--- src/rtl/decode_pkg.sv ---
// -----------------------------------------------------------------------------
// decode_pkg
// Shared definitions for the decode/issue controller:
//   - RV32 major opcode constants (inst[6:2])
//   - immediate-format enum (R=0 I=1 S=2 B=3 U=4 J=5)
//   - controller state enum (RUN, TRAP)
//   - decoded FIFO entry record
// -----------------------------------------------------------------------------
package decode_pkg;

    localparam logic [4:0] OPC_LOAD     = 5'b00000;
    localparam logic [4:0] OPC_MISC_MEM = 5'b00011;
    localparam logic [4:0] OPC_OP_IMM   = 5'b00100;
    localparam logic [4:0] OPC_AUIPC    = 5'b00101;
    localparam logic [4:0] OPC_STORE    = 5'b01000;
    localparam logic [4:0] OPC_OP       = 5'b01100;
    localparam logic [4:0] OPC_LUI      = 5'b01101;
    localparam logic [4:0] OPC_BRANCH   = 5'b11000;
    localparam logic [4:0] OPC_JALR     = 5'b11001;
    localparam logic [4:0] OPC_JAL      = 5'b11011;
    localparam logic [4:0] OPC_SYSTEM   = 5'b11100;

    typedef enum logic [2:0] {
        IMM_R = 3'd0,
        IMM_I = 3'd1,
        IMM_S = 3'd2,
        IMM_B = 3'd3,
        IMM_U = 3'd4,
        IMM_J = 3'd5
    } imm_type_e;

    typedef enum logic {
        ST_RUN  = 1'b0,
        ST_TRAP = 1'b1
    } state_e;

    typedef struct packed {
        logic [31:0] inst;
        logic [31:0] pc;
        logic [31:0] imm;
        imm_type_e   imm_type;
        logic        illegal;
    } entry_t;

endpackage

--- src/rtl/decode_issue_ctrl_imm_gen.sv ---
// -----------------------------------------------------------------------------
// imm_gen
// Purely combinational opcode classifier and immediate generator.
// Ports:
//   inst     in  32  raw instruction
//   imm      out 32  sign-extended immediate for the detected format
//   imm_type out 3   R=0 I=1 S=2 B=3 U=4 J=5
//   illegal  out 1   opcode outside the legal set or inst[1:0] != 2'b11
// Illegal instructions report format J with the J-type immediate.
// -----------------------------------------------------------------------------
module imm_gen
    import decode_pkg::*;
(
    input  logic [31:0] inst,
    output logic [31:0] imm,
    output logic [2:0]  imm_type,
    output logic        illegal
);

    logic [31:0] imm_i, imm_s, imm_b, imm_u, imm_j;
    imm_type_e   fmt;

    assign imm_i = {{20{inst[31]}}, inst[31:20]};
    assign imm_s = {{20{inst[31]}}, inst[31:25], inst[11:7]};
    assign imm_b = {{19{inst[31]}}, inst[31], inst[7], inst[30:25], inst[11:8], 1'b0};
    assign imm_u = {inst[31:12], 12'b0};
    assign imm_j = {{11{inst[31]}}, inst[31], inst[19:12], inst[20], inst[30:21], 1'b0};

    always_comb begin
        fmt     = IMM_J;
        illegal = 1'b0;
        if (inst[1:0] != 2'b11) begin
            illegal = 1'b1;
        end else begin
            case (inst[6:2])
                OPC_OP:                                    fmt = IMM_R;
                OPC_OP_IMM, OPC_LOAD, OPC_JALR,
                OPC_MISC_MEM, OPC_SYSTEM:                  fmt = IMM_I;
                OPC_STORE:                                 fmt = IMM_S;
                OPC_BRANCH:                                fmt = IMM_B;
                OPC_LUI, OPC_AUIPC:                        fmt = IMM_U;
                OPC_JAL:                                   fmt = IMM_J;
                default:                                   illegal = 1'b1;
            endcase
        end
    end

    always_comb begin
        imm = '0;
        case (fmt)
            IMM_R:   imm = '0;
            IMM_I:   imm = imm_i;
            IMM_S:   imm = imm_s;
            IMM_B:   imm = imm_b;
            IMM_U:   imm = imm_u;
            default: imm = imm_j;
        endcase
    end

    assign imm_type = fmt;

endmodule

--- src/rtl/decode_issue_ctrl.sv ---
// -----------------------------------------------------------------------------
// decode_issue_ctrl
// Decode-stage controller: accepts instructions from fetch (valid/ready),
// decodes the immediate format through imm_gen, and buffers decoded entries
// in a DEPTH-entry FIFO toward execute. Supports flush.
// Ports:
//   clk, rst_n (sync, active low), flush
//   in_valid/in_ready/in_inst/in_pc         fetch side
//   out_valid/out_ready/out_inst/out_pc/
//   out_imm/out_imm_type/out_illegal        execute side (data 0 when empty)
//   halted                                  trap state active
// Parameters: DEPTH (2..8), XLEN (fixed 32).
// Optional feature: `define DECODE_ILLEGAL_TRAP_EN makes an accepted illegal
// instruction move the controller to TRAP (in_ready=0) until flush/reset.
// -----------------------------------------------------------------------------
module decode_issue_ctrl
    import decode_pkg::*;
#(
    parameter int DEPTH = 2,
    parameter int XLEN  = 32
) (
    input  logic            clk,
    input  logic            rst_n,
    input  logic            flush,
    input  logic            in_valid,
    output logic            in_ready,
    input  logic [XLEN-1:0] in_inst,
    input  logic [XLEN-1:0] in_pc,
    output logic            out_valid,
    input  logic            out_ready,
    output logic [XLEN-1:0] out_inst,
    output logic [XLEN-1:0] out_pc,
    output logic [XLEN-1:0] out_imm,
    output logic [2:0]      out_imm_type,
    output logic            out_illegal,
    output logic            halted
);

    localparam int PTR_W = $clog2(DEPTH);
    localparam int CNT_W = $clog2(DEPTH + 1);

    entry_t           mem [DEPTH];
    logic [PTR_W-1:0] wr_ptr;
    logic [PTR_W-1:0] rd_ptr;
    logic [CNT_W-1:0] count;
    state_e           state;
    state_e           state_nxt;

    logic [31:0]      dec_imm;
    logic [2:0]       dec_type;
    logic             dec_illegal;
    logic             accept;
    logic             pop;
    entry_t           head;

    function automatic logic [PTR_W-1:0] ptr_inc(input logic [PTR_W-1:0] p);
        return (p == PTR_W'(DEPTH - 1)) ? '0 : p + PTR_W'(1);
    endfunction

    imm_gen u_imm_gen (
        .inst     (in_inst),
        .imm      (dec_imm),
        .imm_type (dec_type),
        .illegal  (dec_illegal)
    );

    // in_ready depends only on registered state, never on out_ready.
    assign in_ready  = (count < CNT_W'(DEPTH)) && (state == ST_RUN);
    assign out_valid = (count != '0);
    assign accept    = in_valid & in_ready & ~flush;
    assign pop       = out_valid & out_ready & ~flush;

    // Next-state logic
    always_comb begin
        state_nxt = state;
        if (flush) begin
            state_nxt = ST_RUN;
`ifdef DECODE_ILLEGAL_TRAP_EN
        end else if (accept && dec_illegal) begin
            state_nxt = ST_TRAP;
`endif
        end
    end

    always_ff @(posedge clk) begin
        if (!rst_n) begin
            state <= ST_RUN;
        end else begin
            state <= state_nxt;
        end
    end

`ifdef DECODE_ILLEGAL_TRAP_EN
    assign halted = (state == ST_TRAP);
`else
    assign halted = 1'b0;
`endif

    // FIFO storage; no reset needed, pointers/count define validity.
    always_ff @(posedge clk) begin
        if (accept) begin
            mem[wr_ptr] <= '{inst:     in_inst,
                             pc:       in_pc,
                             imm:      dec_imm,
                             imm_type: imm_type_e'(dec_type),
                             illegal:  dec_illegal};
        end
    end

    always_ff @(posedge clk) begin
        if (!rst_n || flush) begin
            wr_ptr <= '0;
            rd_ptr <= '0;
            count  <= '0;
        end else begin
            if (accept) begin
                wr_ptr <= ptr_inc(wr_ptr);
            end
            if (pop) begin
                rd_ptr <= ptr_inc(rd_ptr);
            end
            case ({accept, pop})
                2'b10:   count <= count + CNT_W'(1);
                2'b01:   count <= count - CNT_W'(1);
                default: count <= count;
            endcase
        end
    end

    // Data outputs are forced to zero while the FIFO is empty.
    always_comb begin
        head         = mem[rd_ptr];
        out_inst     = '0;
        out_pc       = '0;
        out_imm      = '0;
        out_imm_type = '0;
        out_illegal  = 1'b0;
        if (out_valid) begin
            out_inst     = head.inst;
            out_pc       = head.pc;
            out_imm      = head.imm;
            out_imm_type = head.imm_type;
            out_illegal  = head.illegal;
        end
    end

endmodule

--- config.mk ---
export PLATFORM = sky130hd
export DESIGN_NAME = decode_issue_ctrl
export DESIGN_NICKNAME = d
export VERILOG_FILES = /design/src/rtl/decode_pkg.sv /design/src/rtl/decode_issue_ctrl_imm_gen.sv /design/src/rtl/decode_issue_ctrl.sv
export SDC_FILE = /design/constraint.sdc
export NUM_CORES = 1
export LEC_CHECK = 0
export ABC_AREA = 1
export BUFFER_PORTS_ARGS = -buffer_cell sky130_fd_sc_hd__buf_4
export CORE_AREA = 2 2 123 125
export CTS_CLUSTER_DIAMETER = 50
export DETAILED_ROUTE_END_ITERATION = 8
export DIE_AREA = 0 0 125 127
export PLACE_DENSITY = 0.84
export SETUP_SLACK_MARGIN = 0.1
export SYNTH_ARGS = -nofsm -noshare
export SYNTH_HDL_FRONTEND = slang
export SYNTH_SLANG_ARGS = --single-unit
--- constraint.sdc ---
create_clock -name clk -period 14.1 [get_ports clk]
set_input_delay 3.525 -clock clk [delete_from_list [all_inputs] [get_ports clk]]
set_output_delay 3.525 -clock clk [all_outputs]
set_load 0.02 [all_outputs]
== Word-level counts from Yosys, hierarchy flattened ==
Memories as Yosys holds them, arrays and structs flattened. A register that Yosys moved wholly into a read port is not among the register bits.
Index checks and enable logic that the tools add are counted.

* Magnitude comparators: 1
* Reduce and logical (&&, ||, !) cells: 9
* Mux-type cells: 17
* Add/subtract/negate cells: 4
* Bitwise logic cells: 5
* Equal/unequal tests: 17

{| class="wikitable"
|+ Operators with widths
! cell !! number
|-
| $pmux W32 S5 || 1
|-
| $mux W32 || 3
|-
| $eq A5 B5 Y1 const B || 4
|-
| $eq A5 B4 Y1 const B || 3
|-
| $pmux W3 S5 || 1
|-
| $reduce_or A11 Y1 || 1
|-
| $eq A5 B3 Y1 const B || 2
|-
| $mux W1 || 9
|-
| $eq A3 B2 Y1 const B || 2
|-
| $mux W3 || 2
|-
| $eq A5 B2 Y1 const B || 1
|-
| $logic_not A5 Y1 || 1
|-
| $reduce_or A5 Y1 || 1
|-
| $and A1 B1 Y1 || 4
|-
| $pmux W2 S2 || 1
|-
| $reduce_bool A2 Y1 || 2
|-
| $eq A3 B1 Y1 const B || 1
|-
| $eq A3 B3 Y1 const B || 1
|-
| $logic_not A3 Y1 || 1
|-
| $add A1 B1 Y1 const B || 2
|-
| $add A2 B1 Y2 const B || 1
|-
| $eq A2 B1 Y1 const B || 1
|-
| $eq A2 B2 Y1 const B || 1
|-
| $lt A2 B2 Y1 const B || 1
|-
| other kinds (6) || 6
|}

* Memory bits (writable): 200
* Register bits: 4
* Word-level logic and storage cells: 57
* Output and inout bits: 103
* Input port bits: 69
* Memories: 1

{| class="wikitable"
|+ Memory list
! memory !! words !! bits a word !! rd ports !! clocked after Yosys merged registers in !! write ports !! line !! text
|-
| mem || 2 || 100 || 1 || 1 || 1 || decode_issue_ctrl.sv:42 || <nowiki>entry_t mem [DEPTH];</nowiki>
|}

== Longest topological paths before layout ==
Gate-level depths: netlist (run 1).

* Depth in word-level cells: 6
* Depth in mapped cells: 12
* Mapped depth without buffers: 11

== Modules after synthesis ==
A second synthesis (run 1) with hierarchy kept.

* Cells, all modules: 697
* Area, all modules: 8778.4 µm²

{| class="wikitable"
|+ By module, submodules not included
! module !! area each (µm²) !! seq. area each (µm²) !! times used !! cells each
|-
| decode_issue_ctrl || 8175.3 || 6105.9 || 1 || 575
|-
| imm_gen || 603.1 || 0.0 || 1 || 122
|}

== Worst setup path before layout (run 1) ==
Ideal clock, no wire load.

* Path kind: input-to-reg
* Start: input flush
* End: memory mem[1][0] in the netlist's numbering (enable)
* Stages on the path: 3
* Data arrival time: 7928 ps
* Setup slack: 5611 ps
* Library setup time: 562 ps
* Required time: 13538 ps
* Buffers on the path: 0
* Cells stage by stage: inv_1 > nand3_1 > nor2_1

* Word-level cells in the longest chain between the ends: 4

{| class="wikitable"
|+ RTL lines
! item !! line !! text
|-
| from (decl) || decode_issue_ctrl.sv:24 || <nowiki>input logic flush,</nowiki>
|-
| $not A1 Y1 || decode_issue_ctrl.sv:70 || <nowiki>assign accept = in_valid & in_ready & ~flush;</nowiki>
|-
| $and A1 B1 Y1 || decode_issue_ctrl.sv:70 ||
|-
| $mux W1 || decode_issue_ctrl.sv:101 || <nowiki>if (accept) begin</nowiki>
|-
| $mux W1 (not written as such) || decode_issue_ctrl.sv:102 || <nowiki>mem[wr_ptr] <= '{inst: in_inst,</nowiki>
|-
| to (decl) || decode_issue_ctrl.sv:42 ||
|}

No other way between the ends.

==> results of run 1 <==
## state kept, by name, indices dropped and copies added, names as in the netlist, named ones only
| signal | count |
|---|---|
| count | 2 |
| mem | 200 |
| rd_ptr | 1 |
| wr_ptr | 1 |
## cell usage after synthesis (2+ instances only)
cell type / instances / share of area (%)
sky130_fd_sc_hd__nor3_1: 2 / 0.12
sky130_fd_sc_hd__nor2_4: 5 / 0.66
sky130_fd_sc_hd__nand3_1: 7 / 0.41
sky130_fd_sc_hd__dfxtp_1: 5 / 1.2
sky130_fd_sc_hd__a21oi_1: 103 / 6.1
sky130_fd_sc_hd__inv_2: 5 / 0.22
sky130_fd_sc_hd__nand3_2: 27 / 3.2
sky130_fd_sc_hd__nand2_1: 254 / 11
sky130_fd_sc_hd__buf_6: 4 / 0.53
sky130_fd_sc_hd__inv_1: 28 / 1.2
sky130_fd_sc_hd__nor2_1: 10 / 0.44
sky130_fd_sc_hd__a22o_2: 4 / 0.47
sky130_fd_sc_hd__clkbuf_1: 32 / 1.4
sky130_fd_sc_hd__nand2_2: 7 / 0.52
sky130_fd_sc_hd__edfxtp_1: 200 / 71
## power breakdown
part	total, mW	internal [mW]	switching [mW]
clock network	0.560	0.324	0.236
registers	0.693	0.689	0.00400
logic	0.0899	0.0342	0.0556
total	1.34	1.05	0.296
## worst paths after layout
kind / from / to / slack [ns] / cells past startpoint
max: flop / out_imm[30] / 7.75 / 6
min: rd_ptr / flop / 0.49 / 2
max reg2reg: count[1] / mem[1][95] / 11.41 / 4
min reg2reg: rd_ptr / flop / 0.49 / 2
## per-stage QoR
stage	hold slack, ns	util [%]	area (sq um)	total power [mW]	worst slack [ns]
final	0.493	73.4	10600	1.34	7.75
after global routing	0.517	73.4	10600	1.39	7.54
after CTS	0.487	73.4	10600	1.35	7.73
after detailed placement	0.477	68.4	9860	0.796	8.12
after global placement	0.452	68.4	9860	0.793	8.15
after floorplan	0.451	-	8480	0.755	5.61
## logic make-up after synthesis
kind of cell	Yosys count
and+or+nand+nor	316
buffers and inverters	73
other	1
adders and majority gates	1
DFF	205
AOI/OAI and AO/OA	111
## layer usage
metal	GRT usage, %	part of all wire [%]
met1	32.3	42
met2	36.2	49
met3	3.52	7.7
met4	5.36	1.5
met5	0	0
## critical path, delay by kind of cell, from the launching register on
kind                   cells  cell delay [ns]
and+or+nand+nor            1             0.11
AOI/OAI and AO/OA          1             0.25
DFF                        1             0.33
buffers and inverters      4             1.55
## final cells by class
| type | count | area share, % |
|---|---|---|
| flip-flops and latches | 205 | 57.7 |
| multi-input cells | 429 | 19.6 |
| well taps | 184 | 2.18 |
| inverters | 34 | 1.24 |
| repair buffers | 176 | 12.5 |
| clock buffers | 27 | 5.58 |
| clock inverters | 14 | 1.23 |
==> results.md, run 1 <==
| Result | This run | Unit |
|:---|:---|:---|
| Critical Path AT | 2.82 | ns |
| Final Hold Fails | 0 | - |
| Number of warning messages in the yosys log | 0 | - |
| Peak supply drop | 0.0882 | mV |
| Core area | 0.0144 | sq mm |
| Detailed-placement wirelength estimate | 10600 | um |
| Worst-path clk slew | 0.06 | ns |
| Post-synthesis cell type count | 29 | - |
| Slowest CP cell | sky130_fd_sc_hd__buf_4 | - |
| Start-to-end type of the worst setup path | reg -> out | - |
| Worst Setup End Kind | output pin | - |
| Async set or reset register ratio after synthesis | 0 | % |
| Post-Route Skew | 0.0158 | ns |
| Multiplexer share of the synthesized area | 0 | % |
| Multi-input gate area in the final layout | 0.00207 | sq mm |
| Number of top-level pins | 172 | - |
| Most common cell after layout, fill and taps aside | sky130_fd_sc_hd__nand2_1 | - |
| Starting DRC count in detailed routing | 395 | - |
| Overflow left after global routing | 0 | - |
| Maximum operating frequency | 0.158 | GHz |
| Fin cells | 1069 | - |
| Cell area after technology mapping | 0.00848 | sq mm |
| Wire length per cell | 16.6 | um |
| Main combinational cell family by area after synthesis | simple AND/OR/NAND/NOR gates | - |
| Initial antenna violation count | 0 | - |
| Worst-case headroom to the max-slew limit | 25.8 | % |
| Max-slew violation total from the final report | 0 | - |
| Final WL | 17700 | um |
| Number of flops mapped to enable cells by yosys | 200 | - |
| Flop and latch count out of synthesis | 205 | - |
| Initial DRT Pass Iterations | 5 | - |
| Layout area overhead | 24.9 | % |
| CP Data Required Time | 10.57 | ns |
| Placed cells | 1028 | - |
| Fraction of final layout cells with drive strength greater than 1 | 30.4 | % |
| CTS tree | yes | - |
| Initial core utilization | 58.8 | % |
| Xor-xnor portion of the synthesized cell area | 0 | % |
| Buffer count from post-CTS setup fixing | 0 | - |
| Remaining antenna violation count after routing | 0 | - |
| Area occupied by registers | 0.00611 | sq mm |
| Clk root buf | sky130_fd_sc_hd__clkbuf_16 | - |
| Vias post-DR | 5723 | - |
| Top cell by count, worst path | sky130_fd_sc_hd__buf_4 | - |
| Antenna diode instance count | 0 | - |
| Share of the synthesized area in compound gates (AO/OA/AOI/OAI) | 6.89 | % |
| Static leakage | 4.29 | nW |
| Outcome | finished, final reports clean | - |
| Hold bufs inserted after CTS | 0 | - |
| NumNets Final | 939 | - |
| RSZ-0062 raised after global routing | no | - |
| Crit-path max cell delay | 0.81 | ns |
| Area fraction in and, or, nand and nor cells after synthesis | 17.1 | % |
| Average instance area after synthesis | 12.0 | sq um |
| Post-Synthesis Net Count | 777 | - |
| Post-synth top flop | sky130_fd_sc_hd__edfxtp_1 | - |
| Ordered list of cells on the worst path | buf_4, clkinv_2, buf_4, nand2_1, a21oi_1, buf_4 | - |
| Peak fanout along the critical path | 101 | - |
| Number of clock sinks | 205 | - |
| Vertical die dimension | 127 | um |
| Die outline area | 0.0159 | sq mm |
| Commonest cells after routing, fill and taps aside | 254 x sky130_fd_sc_hd__nand2_1, 200 x sky130_fd_sc_hd__edfxtp_1, 176 x sky130_fd_sc_hd__buf_4 | - |
| Global router's overall resource usage | 22.3 | % |
| Deepest level of the CTS H-tree | 1 | - |
| Pin count of the biggest net entering global routing | 102 | - |
| Number of global-route vias before repair | 5427 | - |
| Number of fill cells in the layout | 972 | - |
| Number of buffers on the longest clock path | 3 | - |
| Accumulated negative setup slack | 0 | ns |
| Min cycle time layout | 6.35 | ns |
| Number of CTS-inserted buffers | 23 | - |
| Count of standard-cell rows | 44 | - |
| Port bufs | 170 | - |
| Worst min-delay path category | reg -> reg | - |
| Ratio of final minimum period to clock period | 45.0 | % |
| Transition at the pin with the smallest max-transition slack | 1.11 | ns |
| Worst-skew pair later-pin latency | 0.49 | ns |
| Share of synthesized area occupied by flip-flops and latches | 72.0 | % |
| Max_cap viols | 0 | - |
| Horiz. Die Dim | 125 | um |
| Global-route wire length before repair | 28400 | um |
| Post-route DRC | 0 | - |
| Post-DR vias/cell | 5.35 | - |
| Setup-violating endpoint count in the final report | 0 | - |
| Pwr dens | 127 | mW/mm^2 |
| Post-synthesis share of cell area spent on full adders, half adders and majority gates | 0.148 | % |
| PostCTS Resize Cnt | 0 | - |
| Number of cells produced by synthesis | 707 | - |
| Startpoint type of the worst setup path | flop | - |
| Final weighted congestion of routability-driven global placement | 0.759 | - |
Note: power is estimated with default switching activity, not from simulation.
==> inputs of run 2 (changes only) <==
--- a/config.mk
+++ b/config.mk
@@ -7,11 +7,11 @@
 export LEC_CHECK = 0
 export ABC_AREA = 1
 export BUFFER_PORTS_ARGS = -buffer_cell sky130_fd_sc_hd__buf_4
-export CORE_AREA = 2 2 123 125
+export CORE_AREA = 2 2 135 137
 export CTS_CLUSTER_DIAMETER = 50
 export DETAILED_ROUTE_END_ITERATION = 8
-export DIE_AREA = 0 0 125 127
-export PLACE_DENSITY = 0.84
+export DIE_AREA = 0 0 137 139
+export PLACE_DENSITY = 0.74
 export SETUP_SLACK_MARGIN = 0.1
 export SYNTH_ARGS = -nofsm -noshare
 export SYNTH_HDL_FRONTEND = slang
==> constraint.sdc (replaced) <==
create_clock -name clk -period 5.7 [get_ports clk]
set_input_delay 1.425 -clock clk [delete_from_list [all_inputs] [get_ports clk]]
set_output_delay 1.425 -clock clk [all_outputs]
set_load 0.02 [all_outputs]
==> results.md, run 2 (synthesis gave the netlist of run 1 again) <==
| Result | This run | Unit |
|:---|:---|:---|
| Min cycle time layout | 3.88 | ns |
| Worst Setup End Kind | output pin | - |
| Switching power share of the total | 20.9 | % |
| Commonest cells after routing, fill and taps aside | 254 x sky130_fd_sc_hd__nand2_1, 200 x sky130_fd_sc_hd__edfxtp_1, 176 x sky130_fd_sc_hd__buf_4 | - |
| Final weighted congestion of routability-driven global placement | 0.726 | - |
| Peak supply drop | 0.240 | mV |
| Post-route DRC | 0 | - |
| Most common cell after layout, fill and taps aside | sky130_fd_sc_hd__nand2_1 | - |
| Initial core utilization | 48.0 | % |
| Starting DRC count in detailed routing | 311 | - |
| Internal Pwr Total | 2.61 | mW |
| Logic pwr share | 6.8 | % |
| Ratio of final minimum period to clock period | 68.1 | % |
| Clk root buf | sky130_fd_sc_hd__clkbuf_16 | - |
| Vias post-DR | 5655 | - |
| Max reg flops | 200 | - |
| CTS tree | yes | - |
| Final Hold Fails | 0 | - |
| Critical Path AT | 2.45 | ns |
| Number of global-route vias before repair | 5552 | - |
| Post-DR vias/cell | 5.08 | - |
| CP Data Required Time | 4.28 | ns |
| Peak fanout along the critical path | 58 | - |
| Post-Route Skew | 0.0145 | ns |
| Worst min-delay path category | reg -> reg | - |
| Clock network fraction of total power | 41.3 | % |
| Finished layout cell area | 0.0106 | sq mm |
| Number of clock sinks | 205 | - |
| Count of standard-cell rows | 49 | - |
| Port bufs | 170 | - |
| Sw Pwr | 0.689 | mW |
| Transition at the pin with the smallest max-transition slack | 1.14 | ns |
| Vertical die dimension | 139 | um |
| Remaining antenna violation count after routing | 0 | - |
| PostCTS Resize Cnt | 0 | - |
| Layout area overhead | 25.5 | % |
| Reg power frac | 51.9 | % |
| Wire length per cell | 16.5 | um |
| Global router's overall resource usage | 18.7 | % |
| Antenna diode instance count | 0 | - |
| Initial antenna violation count | 0 | - |
| Global-route wire length before repair | 27900 | um |
| RSZ-0062 raised after global routing | no | - |
| Die outline area | 0.0190 | sq mm |
| Buffer count from post-CTS setup fixing | 0 | - |
| Worst-skew pair later-pin latency | 0.49 | ns |
| Worst-case headroom to the max-slew limit | 24.3 | % |
| Start-to-end type of the worst setup path | reg -> out | - |
| Fraction of final layout cells with drive strength greater than 1 | 29.9 | % |
| Initial DRT Pass Iterations | 5 | - |
| Maximum operating frequency | 0.258 | GHz |
| Max-slew violation total from the final report | 0 | - |
| Worst Reg-to-Reg Cells | 7 | - |
| Deepest level of the CTS H-tree | 1 | - |
| Number of CTS-inserted buffers | 22 | - |
| Number of buffers on the longest clock path | 3 | - |
| Worst hold stages | 2 | - |
| Register with the most flip-flops | mem | - |
| Number of fill cells in the layout | 1456 | - |
| Horiz. Die Dim | 137 | um |
| Setup-violating endpoint count in the final report | 0 | - |
| NumNets Final | 939 | - |
| Leading registers by flop count | mem x200, count x2 | - |
| Hold bufs inserted after CTS | 0 | - |
| Overflow left after global routing | 0 | - |
| Static leakage | 4.30 | nW |
| Worst-path clk slew | 0.06 | ns |
| Detailed-placement wirelength estimate | 11100 | um |
| Number of top-level pins | 172 | - |
| Pwr dens | 311 | mW/mm^2 |
| Final WL | 18300 | um |
| Accumulated negative setup slack | 0 | ns |
| Max_cap viols | 0 | - |
| Placed inst area | 0.00994 | sq mm |
| Pin count of the biggest net entering global routing | 101 | - |
| Core area | 0.0177 | sq mm |
| Outcome | finished, final reports clean | - |
| Startpoint type of the worst setup path | flop | - |
-- run 2: cell types whose count changed in the layout (fill, tap and decap cells not counted) --
cell	before	now
sky130_fd_sc_hd__clkinv_2	4	6
sky130_fd_sc_hd__buf_12	0	1
sky130_fd_sc_hd__clkinv_4	1	0
sky130_fd_sc_hd__bufinv_16	1	2
sky130_fd_sc_hd__clkinvlp_4	4	0
sky130_fd_sc_hd__inv_8	1	0
sky130_fd_sc_hd__clkinv_1	0	4
sky130_fd_sc_hd__inv_6	4	1
-- run 2: stage by stage --
step | hold WS (ns) | utilization (%) | instances | setup slack (ns) | power, mW
after floorplan | 0.451 | - | 707 | 0.983 | 1.86
after global placement | 0.452 | 56.3 | 1074 | 2.38 | 1.97
after detailed placement | 0.457 | 56.3 | 1074 | 2.31 | 1.97
after CTS | 0.483 | 60.2 | 1113 | 1.78 | 3.34
after global routing | 0.527 | 60.2 | 1113 | 1.65 | 3.42
final | 0.486 | 60.2 | 1113 | 1.82 | 3.30
-- run 2: power by group through the flow --
stage               clock, mW  sequential [mW]  combinational [mW]
floorplan                   0             1.75               0.117
global placement            0             1.75               0.221
detailed placement          0             1.75               0.226
CTS                      1.39             1.71               0.226
global route             1.46             1.72               0.245
finish                   1.37             1.71               0.224
-- run 2: worst max-delay path: stages (launching register included) --
cell and delay, ns:
sky130_fd_sc_hd__dfxtp_4 0.34, sky130_fd_sc_hd__clkinv_2 0.42, sky130_fd_sc_hd__buf_4 0.65, sky130_fd_sc_hd__nand2_1 0.11, sky130_fd_sc_hd__a21oi_1 0.23, sky130_fd_sc_hd__buf_4 0.18
-- run 2: layout make-up --
type / count / area (sq um) / area share [%]
clock buffer: 27 / 591 / 5.55
timing repair buffer: 177 / 1340 / 12.6
clock inverter: 12 / 109 / 1.02
sequential: 205 / 6110 / 57.4
tap: 229 / 287 / 2.69
inverter: 34 / 131 / 1.24
multi-input combinational: 429 / 2070 / 19.5
-- run 2: path summary, 6_finish.rpt --
kind,start,end,slack [ns]
worst max-delay path,flop,out_imm[1],1.82
worst min-delay path,rd_ptr,flop,0.49
worst max register to register,count[0],count[0],3.31
worst min register to register,rd_ptr,flop,0.49
-- run 2: per-layer routing --
metal  vias up  track usage (%)  wire (um)
li1       2759                -          -
met1      2707             24.1       7610
met2       164             32.3       9160
met3        25             4.24       1300
met4         0             4.02        253
met5         -                0          0
